## config.mk

```make
export PLATFORM = sky130hd
export DESIGN_NAME = rcn_copy_engine
export DESIGN_NICKNAME = d
export VERILOG_FILES = /design/src/rtl/rcn_copy_engine.sv
export SDC_FILE = /design/constraint.sdc
export NUM_CORES = 1
export LEC_CHECK = 0
export ABC_AREA = 1
export CAP_MARGIN = 20
export CORE_MARGIN = 2
export CORE_UTILIZATION = 38
export CTS_CLUSTER_SIZE = 40
export DETAILED_ROUTE_END_ITERATION = 16
export PLACE_DENSITY = 0.55
export RECOVER_POWER = 100
export SLEW_MARGIN = 20
export SYNTH_ARGS = -nofsm -noshare
export SYNTH_HDL_FRONTEND = slang
export SYNTH_SLANG_ARGS = --single-unit
```

## constraint.sdc

```tcl
create_clock -name clk -period 3.6 [get_ports clk]
set_input_delay 0.36 -clock clk [delete_from_list [all_inputs] [get_ports clk]]
set_output_delay 0.36 -clock clk [all_outputs]
set_load 0.05 [all_outputs]
```

## src/rtl/rcn_copy_engine.sv

```systemverilog
// rtl/rcn_copy_engine.sv - word-copy DMA engine driving the rcn bus master request/response interface
//
// Copies len 32-bit words from src_addr to dst_addr. Up to four reads are in
// flight at once; a 4-slot buffer indexed by seq absorbs out-of-order read
// responses, and writes drain the buffer strictly in order.
//
// Ports:
//   clk, rst                 clock, asynchronous active-low reset
//   start/src_addr/dst_addr/len   copy command, taken only when idle
//   active, done             busy indication and one-cycle completion pulse
//   cs/seq/wr/mask/addr/wdata     registered request to the bus master
//   busy                     master stall; a request is taken on cs && !busy
//   rdone/wdone/rsp_seq/rsp_data  read and write responses from the master
module rcn_copy_engine #(
    parameter int LEN_W = 16
) (
    input  logic             clk,
    input  logic             rst,
    input  logic             start,
    input  logic [21:0]      src_addr,
    input  logic [21:0]      dst_addr,
    input  logic [LEN_W-1:0] len,
    output logic             active,
    output logic             done,
    output logic             cs,
    output logic [1:0]       seq,
    input  logic             busy,
    output logic             wr,
    output logic [3:0]       mask,
    output logic [21:0]      addr,
    output logic [31:0]      wdata,
    input  logic             rdone,
    input  logic             wdone,
    input  logic [1:0]       rsp_seq,
    input  logic [31:0]      rsp_data
);

    typedef enum logic [1:0] {S_IDLE, S_RUN, S_DRAIN, S_DONE} state_t;

    state_t           state_q, state_d;
    logic [19:0]      src_word_q, src_word_d, dst_word_q, dst_word_d;
    logic [LEN_W-1:0] len_q, len_d;
    logic [LEN_W-1:0] rd_cnt_q, rd_cnt_d, wr_cnt_q, wr_cnt_d, cmp_cnt_q, cmp_cnt_d;
    logic [2:0]       out_wr_q, out_wr_d;
    logic [3:0]       pend_q, pend_d, val_q, val_d;
    logic [31:0]      slot_q [4];
    logic [31:0]      slot_d [4];
    logic             cs_q, cs_d, wr_q, wr_d, active_q, active_d, done_q, done_d;
    logic [1:0]       seq_q, seq_d;
    logic [21:0]      addr_q, addr_d;
    logic [31:0]      wdata_q, wdata_d;

    logic             accept, rd_ready, wr_ready, wdone_ok;
    logic [1:0]       rd_slot, wr_slot;

    // Byte-offset bits of the command addresses carry no information.
    logic             unused_addr_bits;
    assign unused_addr_bits = ^{src_addr[1:0], dst_addr[1:0]};

    always_comb begin
        accept   = cs_q && !busy;
        rd_slot  = rd_cnt_q[1:0];
        wr_slot  = wr_cnt_q[1:0];
        rd_ready = (rd_cnt_q < len_q) && !pend_q[rd_slot] && !val_q[rd_slot];
        wr_ready = (wr_cnt_q < len_q) && val_q[wr_slot] && (out_wr_q != 3'd4);
        wdone_ok = wdone && (out_wr_q != 3'd0);

        state_d    = state_q;
        src_word_d = src_word_q;
        dst_word_d = dst_word_q;
        len_d      = len_q;
        rd_cnt_d   = rd_cnt_q;
        wr_cnt_d   = wr_cnt_q;
        cmp_cnt_d  = cmp_cnt_q;
        pend_d     = pend_q;
        val_d      = val_q;
        for (int i = 0; i < 4; i++) begin
            slot_d[i] = slot_q[i];
        end
        cs_d     = cs_q;
        wr_d     = wr_q;
        seq_d    = seq_q;
        addr_d   = addr_q;
        wdata_d  = wdata_q;
        active_d = active_q;
        done_d   = 1'b0;

        // Responses to slots that are not waiting (e.g. left over from before a
        // reset) are dropped.
        if (rdone && pend_q[rsp_seq]) begin
            slot_d[rsp_seq] = rsp_data;
            pend_d[rsp_seq] = 1'b0;
            val_d[rsp_seq]  = 1'b1;
        end
        if (wdone_ok) begin
            cmp_cnt_d = cmp_cnt_q + LEN_W'(1);
        end

        if (accept) begin
            cs_d = 1'b0;
            if (wr_q) begin
                val_d[seq_q] = 1'b0;
                wr_cnt_d     = wr_cnt_q + LEN_W'(1);
            end else begin
                pend_d[seq_q] = 1'b1;
                rd_cnt_d      = rd_cnt_q + LEN_W'(1);
            end
        end

        // Write acceptance and write completion in the same cycle cancel out.
        case ({accept && wr_q, wdone_ok})
            2'b10:   out_wr_d = out_wr_q + 3'd1;
            2'b01:   out_wr_d = out_wr_q - 3'd1;
            default: out_wr_d = out_wr_q;
        endcase

        case (state_q)
            S_IDLE: begin
                if (start) begin
                    src_word_d = src_addr[21:2];
                    dst_word_d = dst_addr[21:2];
                    len_d      = len;
                    rd_cnt_d   = '0;
                    wr_cnt_d   = '0;
                    cmp_cnt_d  = '0;
                    out_wr_d   = 3'd0;
                    if (len == '0) begin
                        state_d = S_DONE;
                    end else begin
                        state_d  = S_RUN;
                        active_d = 1'b1;
                    end
                end
            end
            S_RUN: begin
                // A new request is chosen only while no request is held, so the
                // counters and slot bits already reflect the last acceptance.
                if (!cs_q) begin
                    if (rd_cnt_q == len_q && wr_cnt_q == len_q) begin
                        state_d = S_DRAIN;
                    end else if (wr_ready) begin
                        cs_d    = 1'b1;
                        wr_d    = 1'b1;
                        seq_d   = wr_slot;
                        addr_d  = {dst_word_q + 20'(wr_cnt_q), 2'b00};
                        wdata_d = slot_q[wr_slot];
                    end else if (rd_ready) begin
                        cs_d    = 1'b1;
                        wr_d    = 1'b0;
                        seq_d   = rd_slot;
                        addr_d  = {src_word_q + 20'(rd_cnt_q), 2'b00};
                        wdata_d = 32'd0;
                    end
                end
            end
            S_DRAIN: begin
                if (cmp_cnt_q == len_q) begin
                    state_d  = S_DONE;
                    active_d = 1'b0;
                end
            end
            S_DONE: begin
                done_d  = 1'b1;
                state_d = S_IDLE;
            end
            default: state_d = S_IDLE;
        endcase
    end

    always_ff @(posedge clk or negedge rst) begin
        if (!rst) begin
            state_q    <= S_IDLE;
            src_word_q <= '0;
            dst_word_q <= '0;
            len_q      <= '0;
            rd_cnt_q   <= '0;
            wr_cnt_q   <= '0;
            cmp_cnt_q  <= '0;
            out_wr_q   <= 3'd0;
            pend_q     <= 4'd0;
            val_q      <= 4'd0;
            for (int i = 0; i < 4; i++) begin
                slot_q[i] <= 32'd0;
            end
            cs_q       <= 1'b0;
            wr_q       <= 1'b0;
            seq_q      <= 2'd0;
            addr_q     <= 22'd0;
            wdata_q    <= 32'd0;
            active_q   <= 1'b0;
            done_q     <= 1'b0;
        end else begin
            state_q    <= state_d;
            src_word_q <= src_word_d;
            dst_word_q <= dst_word_d;
            len_q      <= len_d;
            rd_cnt_q   <= rd_cnt_d;
            wr_cnt_q   <= wr_cnt_d;
            cmp_cnt_q  <= cmp_cnt_d;
            out_wr_q   <= out_wr_d;
            pend_q     <= pend_d;
            val_q      <= val_d;
            for (int i = 0; i < 4; i++) begin
                slot_q[i] <= slot_d[i];
            end
            cs_q       <= cs_d;
            wr_q       <= wr_d;
            seq_q      <= seq_d;
            addr_q     <= addr_d;
            wdata_q    <= wdata_d;
            active_q   <= active_d;
            done_q     <= done_d;
        end
    end

    assign active = active_q;
    assign done   = done_q;
    assign cs     = cs_q;
    assign seq    = seq_q;
    assign wr     = wr_q;
    assign mask   = 4'hF;
    assign addr   = addr_q;
    assign wdata  = wdata_q;

endmodule

```

==> results of run 1 <==
[cell usage after synthesis, types with 2 or more instances]
master    number
fa_1           3
buf_1          4
o21ai_0      260
nand2_1      643
nor3_4         2
a31oi_1        3
o21a_1         6
a21oi_1       67
nand2_2        3
buf_4         17
and2_1         2
nor2_1       205
xor2_1        28
dfrtp_1      303
o211ai_1       2
ha_1          73
clkbuf_1      50
inv_1        196
nor3_1        26
nand4_1       20
conb_1         2
nand3b_1      11
nand3_2        2
or2_2          2
xnor2_1       16
a211oi_1       5
buf_2         25
o21bai_1       4
o22ai_1       32
inv_2          4
nor3_2         2
nand3_1      164
[path summary, 6_finish.rpt]
path,to,slack (ns),depth (start not counted)
setup / recovery,wr,0.62,11
hold / removal,src_word_q[0],0.36,3
setup reg to reg,wr,0.62,11
hold reg to reg,active,0.46,2
max in group asynchronous,slot_q[12],0.73,3
min in group asynchronous,len_q[9],1.02,2
[cell families (layout without fill, tap and decap cells)]
| family | after synthesis | in the layout | share of synthesized area |
|---|---|---|---|
| flip-flops | 303 | 303 | 0.455 |
| AND/OR/NAND/NOR | 1086 | 1086 | 0.269 |
| other | 2 | 9 | 0.000450 |
| adder cells (fa/ha/maj) | 76 | 76 | 0.0584 |
| AO/OA/AOI/OAI | 384 | 384 | 0.122 |
| XOR/XNOR | 44 | 44 | 0.0231 |
| buffers and inverters | 297 | 444 | 0.0726 |
[sequential cells by signal, summed over array words and instances, names as in the netlist]
signal,flops
active,1
addr,20
cmp_cnt_q,16
cs,1
done,1
dst_word_q,20
len_q,16
out_wr_q,3
pend_q,4
rd_cnt_q,16
seq,2
slot_q,128
src_word_q,20
state_q,2
val_q,4
wdata,32
wr,1
wr_cnt_q,16
[power groups by stage]
stage | Combinational (mW) | Clock (mW) | Sequential, mW
after floorplan | 4.25 | 0 | 6.26
after global routing | 7.80 | 4.24 | 5.89
after global placement | 6.96 | 0 | 5.74
final | 6.89 | 4.01 | 5.72
after detailed placement | 7.06 | 0 | 5.77
after CTS | 7.10 | 4.11 | 5.73
[timing repair]
item                                   in CTS  in global routing
hold buffers                                1                  0
resized for setup                           0                  0
endpoints found under the hold margin      79                  0
[metal layers]
layer,up-vias,global-route usage
li1,7379,-
met1,6957,0.287
met2,335,0.366
met3,58,0.0343
met4,4,0.0608
met5,-,0
[area by class of cell]
type / count / area, µm² / share of cell area
Timing Repair Buffer: 176 / 1720 / 0.0858
Sequential cell: 303 / 7580 / 0.380
Tap cell: 585 / 732 / 0.0366
Clock inverter: 11 / 184 / 0.00920
Clock buffer: 56 / 1130 / 0.0565
Antenna cell: 3 / 7.51 / 0.000376
Inverter: 201 / 754 / 0.0378
Multi-Input combinational cell: 1596 / 7880 / 0.394
[per-stage QoR]
step | cells | setup slack, ns | util
5_1_grt | 2929 | 0.221 | 0.463
3_5_place_dp | 2860 | 0.610 | 0.435
3_3_place_gp | 2860 | 0.731 | 0.435
4_1_cts | 2928 | 0.606 | 0.466
6_report | 2931 | 0.624 | 0.463
2_1_floorplan | 2196 | 1.27 | -
[worst reg2reg max path, stage by stage, from the launching register on]
cell     delay [ns]
dfrtp_1        0.42
inv_1          0.09
ha_1           0.31
nand2_1        0.09
inv_1          0.04
nand4_1        0.16
nor2_1         0.10
a21oi_1        0.26
buf_4          0.30
nand3_1        0.13
nand2_1        0.73
o21ai_0        0.20
[placed cells by master (no fill, tap or decap), types with 2 or more instances in the layout]
master / count
a211oi_1: 5
a21oi_1: 68
a31oi_1: 3
and2_1: 2
buf_12: 3
buf_4: 10
bufinv_16: 4
clkbuf_1: 8
clkbuf_16: 38
clkbuf_2: 9
clkbuf_8: 11
clkdlybuf4s50_1: 93
clkinv_2: 4
conb_1: 6
dfrtp_1: 302
diode_2: 3
dlygate4sd3_1: 60
fa_1: 3
ha_1: 73
inv_1: 198
inv_2: 2
nand2_1: 643
nand2_2: 3
nand3_1: 164
nand3_2: 2
nand3b_1: 11
nand4_1: 20
nor2_1: 205
nor3_1: 28
o211ai_1: 2
o21a_1: 6
o21ai_0: 261
o21bai_1: 4
o22ai_1: 32
or2_2: 2
xnor2_1: 16
xor2_1: 28
==> results.yml, run 1 <==
grt:
  grt_max_degree: 89
  grt_pass1_vias: 14500
  grt_overflow: 0
  grtUsageTotal: 0.216
  antenna_found_initial: 5
  grt_pass1_wl_mm: 77.7
critical_path:
  critPathRequiredTime_ns: 3.99
  timing.rr.start: "len_q[11]"
  crit_family: "simple AND/OR/NAND/NOR gates"
  cp_slowest_stage_delay_ns: 0.73
  crit_path_start: "len_q[11]"
  cp.arrival_ns: 3.36
  path_max_fanout: 23
  cp.buffers_inverters: 3
  end_kind: "flip-flop"
  cp-start-kind: "flip-flop"
  crit_type: "flip-flop to flip-flop"
  crit_chain: "inv_1 -> ha_1 -> nand2_1 -> inv_1 -> nand4_1 -> nor2_1 -> a21oi_1 -> buf_4 -> nand3_1 -> nand2_1 -> o21ai_0"
  slowest_stage: "nand2_1"
synthesis:
  ys_ff_latch: 303
  ys.flop_type: "dfrtp_1"
  synthTopCellsByArea: "dfrtp_1 45%, nand2_1 14%, o21ai_0 7.8%, ha_1 5.5%, nand3_1 4.9%"
  netlist_area_um2: 16700
  yosys_warnings: 0
  yosysUniqueCellTypes: 42
  synth_top_cell_by_area: "dfrtp_1"
  syn-mean-instance-area_um2: 7.61
  synth-seq-area-share: 0.455
  synth-edff-count: 0
  synthArstFlopShare: 1.00
  synthCells: 2192
  synth_top_area_share: 0.455
finish:
  num-fill-cells: 4392
  nNetsFinal: 2491
  synthToLayoutAreaGrowth_pct: 19.8
  drive_gt1_frac: 0.0405
  final_area_um2: 20000
die:
  num_io_pins: 164
  start_util: 0.386
  num_rows: 76
  die_x_um: 213
  core_area_um2: 43200
  dieArea_um2: 45600
  die_height_um: 213
sta:
  rsz0062_at_grt: "no"
  fin_crit_ns: 2.98
  hold_viol_final: 0
  tightest_slew_ns: 2.33
  setup_viol: 0
  holdWs_ns: 0.356
  skew_ns: 0.0210
  relSlewSlack: -0.552
  report.final.slew_viol_count: 171
  clock.fmax_mhz: 336
  setup_tns_ns: 0
  period_share: 0.827
pwr:
  switching_share: 0.429
  p_leak_nw: 10.1
  p_int_mw: 9.48
  clock_power_share: 0.241
  power_mw: 16.6
  p_per_area_nw_per_um2: 831
  power_frac_comb: 0.415
  vdd_ir_drop_max_uv: 548
  p_seq_frac: 0.344
  p_sw_mw: 7.13
run_status:
  outcome: "complete, but fails checks"
  violations: "capacitance limit, slew limit"
routing:
  dr.pass1.iters: 5
  met1_length_mm: 22.5
  wire_per_inst_um: 16.5
  finalWirelength_mm: 48.5
  highest_layer: "met5"
  antenna_left: 0
  viasPerCell: 5.03
  drcViolationCount: 0
  wl_met2_mm: 22.8
  vias: 14700
  first_iter_violations: 983
  dr_wl_met3_mm: 2.18
clock_tree:
  clock_path_buffers: 3
  cts_setup_buffers: 0
  clock_latency_ns: 0.56
  htree_levels: 2
  cts_buffers: 37
  root_buffer: "clkbuf_16"
  cts_tree: "built"
  clk_pin_slew_ns: 0.06
  cts_sinks: 303
place:
  dp.final_hpwl_mm: 32.8
  port_buffers: 153
  placed_cell_area_um2: 18800
  gp_congestion: 0.890
run:
  timing.max_cap.violations: 2
hold_path:
  min_from: "src_addr[2]"
  hold_path.class: "input port to flip-flop"
(Power assumes the default switching activity.)
==> run 2, diff against run 1 <==
==> constraint.sdc (replaced) <==
create_clock -name clk -period 3 [get_ports clk]
set_input_delay 0.3 -clock clk [delete_from_list [all_inputs] [get_ports clk]]
set_output_delay 0.3 -clock clk [all_outputs]
set_load 0.05 [all_outputs]
==> run 2 against run 1 <==
  * The run still ends with capacitance limit, slew limit left
  * Final area up 0.24%
  * Clock power up 14%
  * Maximum frequency up 14%
  * Via count down 0.16%
  * Non-clock buffer count up 12
  * Sequential cell count unchanged
  * Final cell count up 0.34%
  * Die area unchanged
  * Critical path depth up 2
==> results.yml, run 2 (same netlist as run 1, synthesis figures left out) <==
run_status:
  outcome: "complete, but fails checks"
  violations: "capacitance limit, slew limit"
place:
  place_ws_ns: 0.444
  dp.final_hpwl_mm: 33.6
  placed_cell_area_um2: 18900
  port_buffers: 153
  gp_congestion: 0.904
  place_inst: 2872
clock_tree:
  clock_path_buffers: 3
  cts_setup_buffers: 0
  cts_buffers: 37
  root_buffer: "clkbuf_16"
  cts_tree: "built"
  clock_latency_ns: 0.56
  clk_pin_slew_ns: 0.06
  htree_levels: 2
  cts_sinks: 303
sta:
  holdWs_ns: 0.289
  fin_crit_ns: 2.62
  clock.fmax_mhz: 382
  setup_tns_ns: 0
  hold_viol_final: 0
  report.final.slew_viol_count: 108
  relSlewSlack: -0.400
  period_share: 0.873
  tightest_slew_ns: 2.10
  skew_ns: 0.0149
  rsz0062_at_grt: "no"
  setup_viol: 0
  setup_slack_ns: 0.381
pwr:
  power_mw: 19.8
  p_per_area_nw_per_um2: 988
  clock_power_share: 0.231
  vdd_ir_drop_max_uv: 618
  p_leak_nw: 10.1
  p_int_mw: 11.3
  p_sw_mw: 8.52
  p_seq_frac: 0.345
  power_frac_comb: 0.424
  switching_share: 0.431
critical_path:
  path_max_fanout: 20
  cp.arrival_ns: 3.06
  cp-start-kind: "flip-flop"
  critPathRequiredTime_ns: 3.44
  end_kind: "flip-flop"
  crit_type: "flip-flop to flip-flop"
run:
  timing.max_cap.violations: 2
grt:
  grt_max_degree: 89
  grt_pass1_vias: 14700
  grtUsageTotal: 0.218
  grt_pass1_wl_mm: 78.2
  grt_overflow: 0
  antenna_found_initial: 2
finish:
  drive_gt1_frac: 0.0387
  nNetsFinal: 2503
  largest_reg_flops: 128
  final_cell_count_no_fill: 2941
  multiInputGateArea_um2: 7880
  final_area_um2: 20000
  final_common_cell: "nand2_1"
  synthToLayoutAreaGrowth_pct: 20.1
  final_cell_mix: "643 x nand2_1, 303 x dfrtp_1, 261 x o21ai_0, 205 x nor2_1, 198 x inv_1"
  fin_util: 0.464
  final-seq-area_um2: 7580
  top_register: "slot_q"
  num-fill-cells: 4378
die:
  start_util: 0.386
  die_x_um: 213
  num_rows: 76
  core_area_um2: 43200
  num_io_pins: 164
  die_height_um: 213
  dieArea_um2: 45600
routing:
  dr.pass1.iters: 5
  wire_per_inst_um: 16.5
  first_iter_violations: 1053
  finalWirelength_mm: 48.6
  viasPerCell: 5.00
  antenna_left: 0
  drcViolationCount: 0
  vias: 14700
hold_path:
  hold_path.class: "input port to flip-flop"
[run 2: cell count changes in the layout (fill, tap and decap cells not counted), sizes merged]
cell           before  now
clkbuf             66   69
dlygate4sd3        60   59
clkinvlp            1    0
bufinv              4    3
dlymetal6s2s        0    1
diode               3    2
clkdlybuf4s50      93   94
clkinv              6    8
buf                13   20
[run 2: repair_timing]
action	in CTS	in global routing
hold endpoints to repair	71	0
hold buffers	1	0
resized for setup	0	0
[run 2: critical path, cell delays in order, from the launching register on]
cell and delay [ns]:
dfrtp_1 0.41, inv_1 0.10, ha_1 0.30, nand2_1 0.05
nor2_1 0.14, nand4_1 0.19, nor2_1 0.27, a21oi_4 0.10
buf_4 0.22, nand3_1 0.17, nand2_1 0.13, buf_4 0.24
nand2_1 0.11, nand2_1 0.05
[run 2: final cells by class]
type,instances,share of cell area
diodes,2,0.000250
multi-input cells,1596,0.394
clock inverters,11,0.00781
well taps,585,0.0365
inverters,201,0.0377
repair buffers,188,0.0920
clock buffers,55,0.0537
flip-flops and latches,303,0.379
[run 2: path summary, 6_finish.rpt]
kind,from,to,slack (ns),depth (start not counted)
max,len_q[14],addr[12],0.38,13
min,src_addr[8],src_word_q[6],0.29,3
max reg2reg,len_q[14],addr[12],0.38,13
min reg2reg,slot_q[77],slot_q[77],0.48,2
max in group asynchronous,rst,slot_q[13],0.53,3
min in group asynchronous,rst,len_q[9],0.90,2
[run 2: routing by layer]
metal,wire (µm),up-vias,track usage
met2,23300,329,0.376
met3,2170,67,0.0302
li1,-,7397,-
met5,0,-,0
met1,22000,6917,0.286
met4,1120,0,0.0637
[run 2: power groups by stage]
stage	combinational [mW]	clock (mW)	sequential [mW]
after floorplan	5.10	0	7.51
after global placement	8.47	0	6.86
after detailed placement	8.59	0	6.89
after CTS	8.63	4.71	6.84
after global routing	9.50	4.88	7.05
final	8.39	4.57	6.83
==> run 3, diff against run 2 <==
--- a/config.mk
+++ b/config.mk
@@ -8,10 +8,10 @@
 export ABC_AREA = 1
 export CAP_MARGIN = 20
 export CORE_MARGIN = 2
-export CORE_UTILIZATION = 38
+export CORE_UTILIZATION = 42
 export CTS_CLUSTER_SIZE = 40
 export DETAILED_ROUTE_END_ITERATION = 16
-export PLACE_DENSITY = 0.55
+export PLACE_DENSITY = 0.6
 export RECOVER_POWER = 100
 export SLEW_MARGIN = 20
 export SYNTH_ARGS = -nofsm -noshare
==> constraint.sdc (replaced) <==
create_clock -name clk -period 3.1 [get_ports clk]
set_input_delay 0.31 -clock clk [delete_from_list [all_inputs] [get_ports clk]]
set_output_delay 0.31 -clock clk [all_outputs]
set_load 0.05 [all_outputs]
==> run 3 against run 2 <==
  * The run ends with slew limit left
  * Combinational power down 3.9%
  * Register-to-register slack better by 0.15 ns
  * Final cell count is 2.6% lower
  * Routed wire length down 4.2%
==> results.yml, run 3 (same netlist as run 1, synthesis figures left out) <==
critical_path:
  path_max_fanout: 39
  critPathRequiredTime_ns: 3.54
  cp-start-kind: "flip-flop"
  cp.buffers_inverters: 2
  crit_family: "buffers and inverters"
  end_kind: "flip-flop"
  slowest_stage: "clkbuf_2"
  path_depth: 9
  crit_chain: "clkbuf_2 -> ha_1 -> inv_1 -> nor2_1 -> nand4_1 -> nor2_1 -> nand2_1 -> o21ai_0 -> nor2_1"
  cp_slowest_stage_delay_ns: 0.70
  path_common_cell: "nor2_1"
  cp.arrival_ns: 3.02
  crit_type: "flip-flop to flip-flop"
  reg2reg_depth: 9
hold_path:
  hold_path.class: "input port to flip-flop"
  holdPathStages: 3
pwr:
  switching_share: 0.426
  p_sw_mw: 8.16
  p_seq_frac: 0.344
  p_leak_nw: 10.1
  p_int_mw: 11.0
  vdd_ir_drop_max_uv: 494
  power_frac_comb: 0.421
  clock_power_share: 0.235
  p_per_area_nw_per_um2: 962
clock_tree:
  clock_latency_ns: 0.56
  cts_buffers: 37
  clk_pin_slew_ns: 0.06
  cts_sinks: 303
  htree_levels: 2
  cts_setup_buffers: 0
  clock_path_buffers: 3
  root_buffer: "clkbuf_16"
  cts_tree: "built"
routing:
  vias: 14700
  drcViolationCount: 0
  dr.pass1.iters: 5
  first_iter_violations: 908
  finalWirelength_mm: 46.6
  viasPerCell: 5.12
  antenna_left: 0
  wire_per_inst_um: 16.3
finish:
  diodes: 0
  num-fill-cells: 3853
  largest_reg_flops: 128
  final_cell_count_no_fill: 2864
  synthToLayoutAreaGrowth_pct: 19.4
  drive_gt1_frac: 0.0401
  final_cell_mix: "644 x nand2_1, 303 x dfrtp_1, 261 x o21ai_0, 205 x nor2_1, 198 x inv_1"
  nNetsFinal: 2500
  top_register: "slot_q"
  final_common_cell: "nand2_1"
grt:
  grtUsageTotal: 0.231
  grt_max_degree: 104
  grt_pass1_vias: 14600
  grt_overflow: 0
  grt_pass1_wl_mm: 76.5
  antenna_found_initial: 1
sta:
  setup_slack_ns: 0.529
  hold_viol_final: 0
  skew_ns: 0.0228
  fin_crit_ns: 2.57
  holdWs_ns: 0.292
  period_share: 0.829
  report.final.slew_viol_count: 59
  clock.fmax_mhz: 389
  tightest_slew_ns: 1.51
  setup_tns_ns: 0
  setup_viol: 0
  relSlewSlack: -0.00947
  rsz0062_at_grt: "no"
die:
  num_io_pins: 164
  die_x_um: 203
  core_area_um2: 38900
  dieArea_um2: 41300
  num_rows: 72
  die_height_um: 203
  start_util: 0.428
place:
  dp.final_hpwl_mm: 32.2
  place_inst: 2802
  place_ws_ns: 0.588
  gp_congestion: 0.886
  port_buffers: 153
run:
  timing.max_cap.violations: 0
run_status:
  outcome: "complete, but fails checks"
  violations: "slew limit"
-- run 3: cell count changes in the layout (fill, tap and decap cells not counted), sizes merged --
| cell | before | now |
|---|---|---|
| buf | 20 | 15 |
| bufinv | 3 | 4 |
| clkbuf | 69 | 67 |
| clkinv | 8 | 6 |
| diode | 2 | 0 |
| dlymetal6s2s | 1 | 0 |
| inv | 201 | 202 |
-- run 3: path summary, 6_finish.rpt --
| check | start | end | slack [ns] |
|---|---|---|---|
| worst min-delay path | dst_addr[4] | dst_word_q[2] | 0.29 |
| worst min register to register | slot_q[35] | slot_q[35] | 0.48 |
| max in group asynchronous | rst | slot_q[46] | 0.72 |
| min in group asynchronous | rst | len_q[11] | 0.67 |
| worst max-delay path | wr_cnt_q[0] | wr_cnt_q[8] | 0.53 |
| worst max register to register | wr_cnt_q[0] | wr_cnt_q[8] | 0.53 |
-- run 3: per-stage QoR --
step	instance area (µm²)	util	total power, mW
after floorplan	16700	-	12.2
after global placement	18800	0.483	14.7
after detailed placement	18800	0.483	14.9
after CTS	20100	0.516	19.5
after global routing	19900	0.512	20.7
final	19900	0.512	19.2
-- run 3: area by class of cell --
type	instances	area, µm²	share of cell area
sequential	303	7580	0.381
clock buffer	50	1080	0.0540
clock inverter	11	188	0.00943
inverter	201	754	0.0379
tap	518	648	0.0326
timing repair buffer	185	1790	0.0897
multi-input combinational	1596	7880	0.396
-- run 3: worst min-delay path, stage by stage --
cell and delay [ns]:
clkdlybuf4s50_1 0.39, nand2_1 0.06, nand2_1 0.04
-- run 3: metal layers --
layer	vias up	global-route usage	routed length, µm
met1	6894	0.309	21000
met4	0	0.0759	1240
met2	318	0.388	22200
met5	-	0	0
li1	7384	-	-
met3	75	0.0307	2120
-- run 3: power by group through the flow --
stage          sequential (mW)  clock (mW)  combinational, mW
2_1_floorplan             7.26           0               4.94
5_1_grt                   6.79        4.77               9.11
6_report                  6.60        4.50               8.06
3_3_place_gp              6.61           0               8.12
4_1_cts                   6.60        4.61               8.31
3_5_place_dp              6.65           0               8.26
-- run 3: timing repair --
action	4_1_cts	5_1_grt
resized for setup	0	0
hold endpoints to repair	95	0
hold buffers	1	0
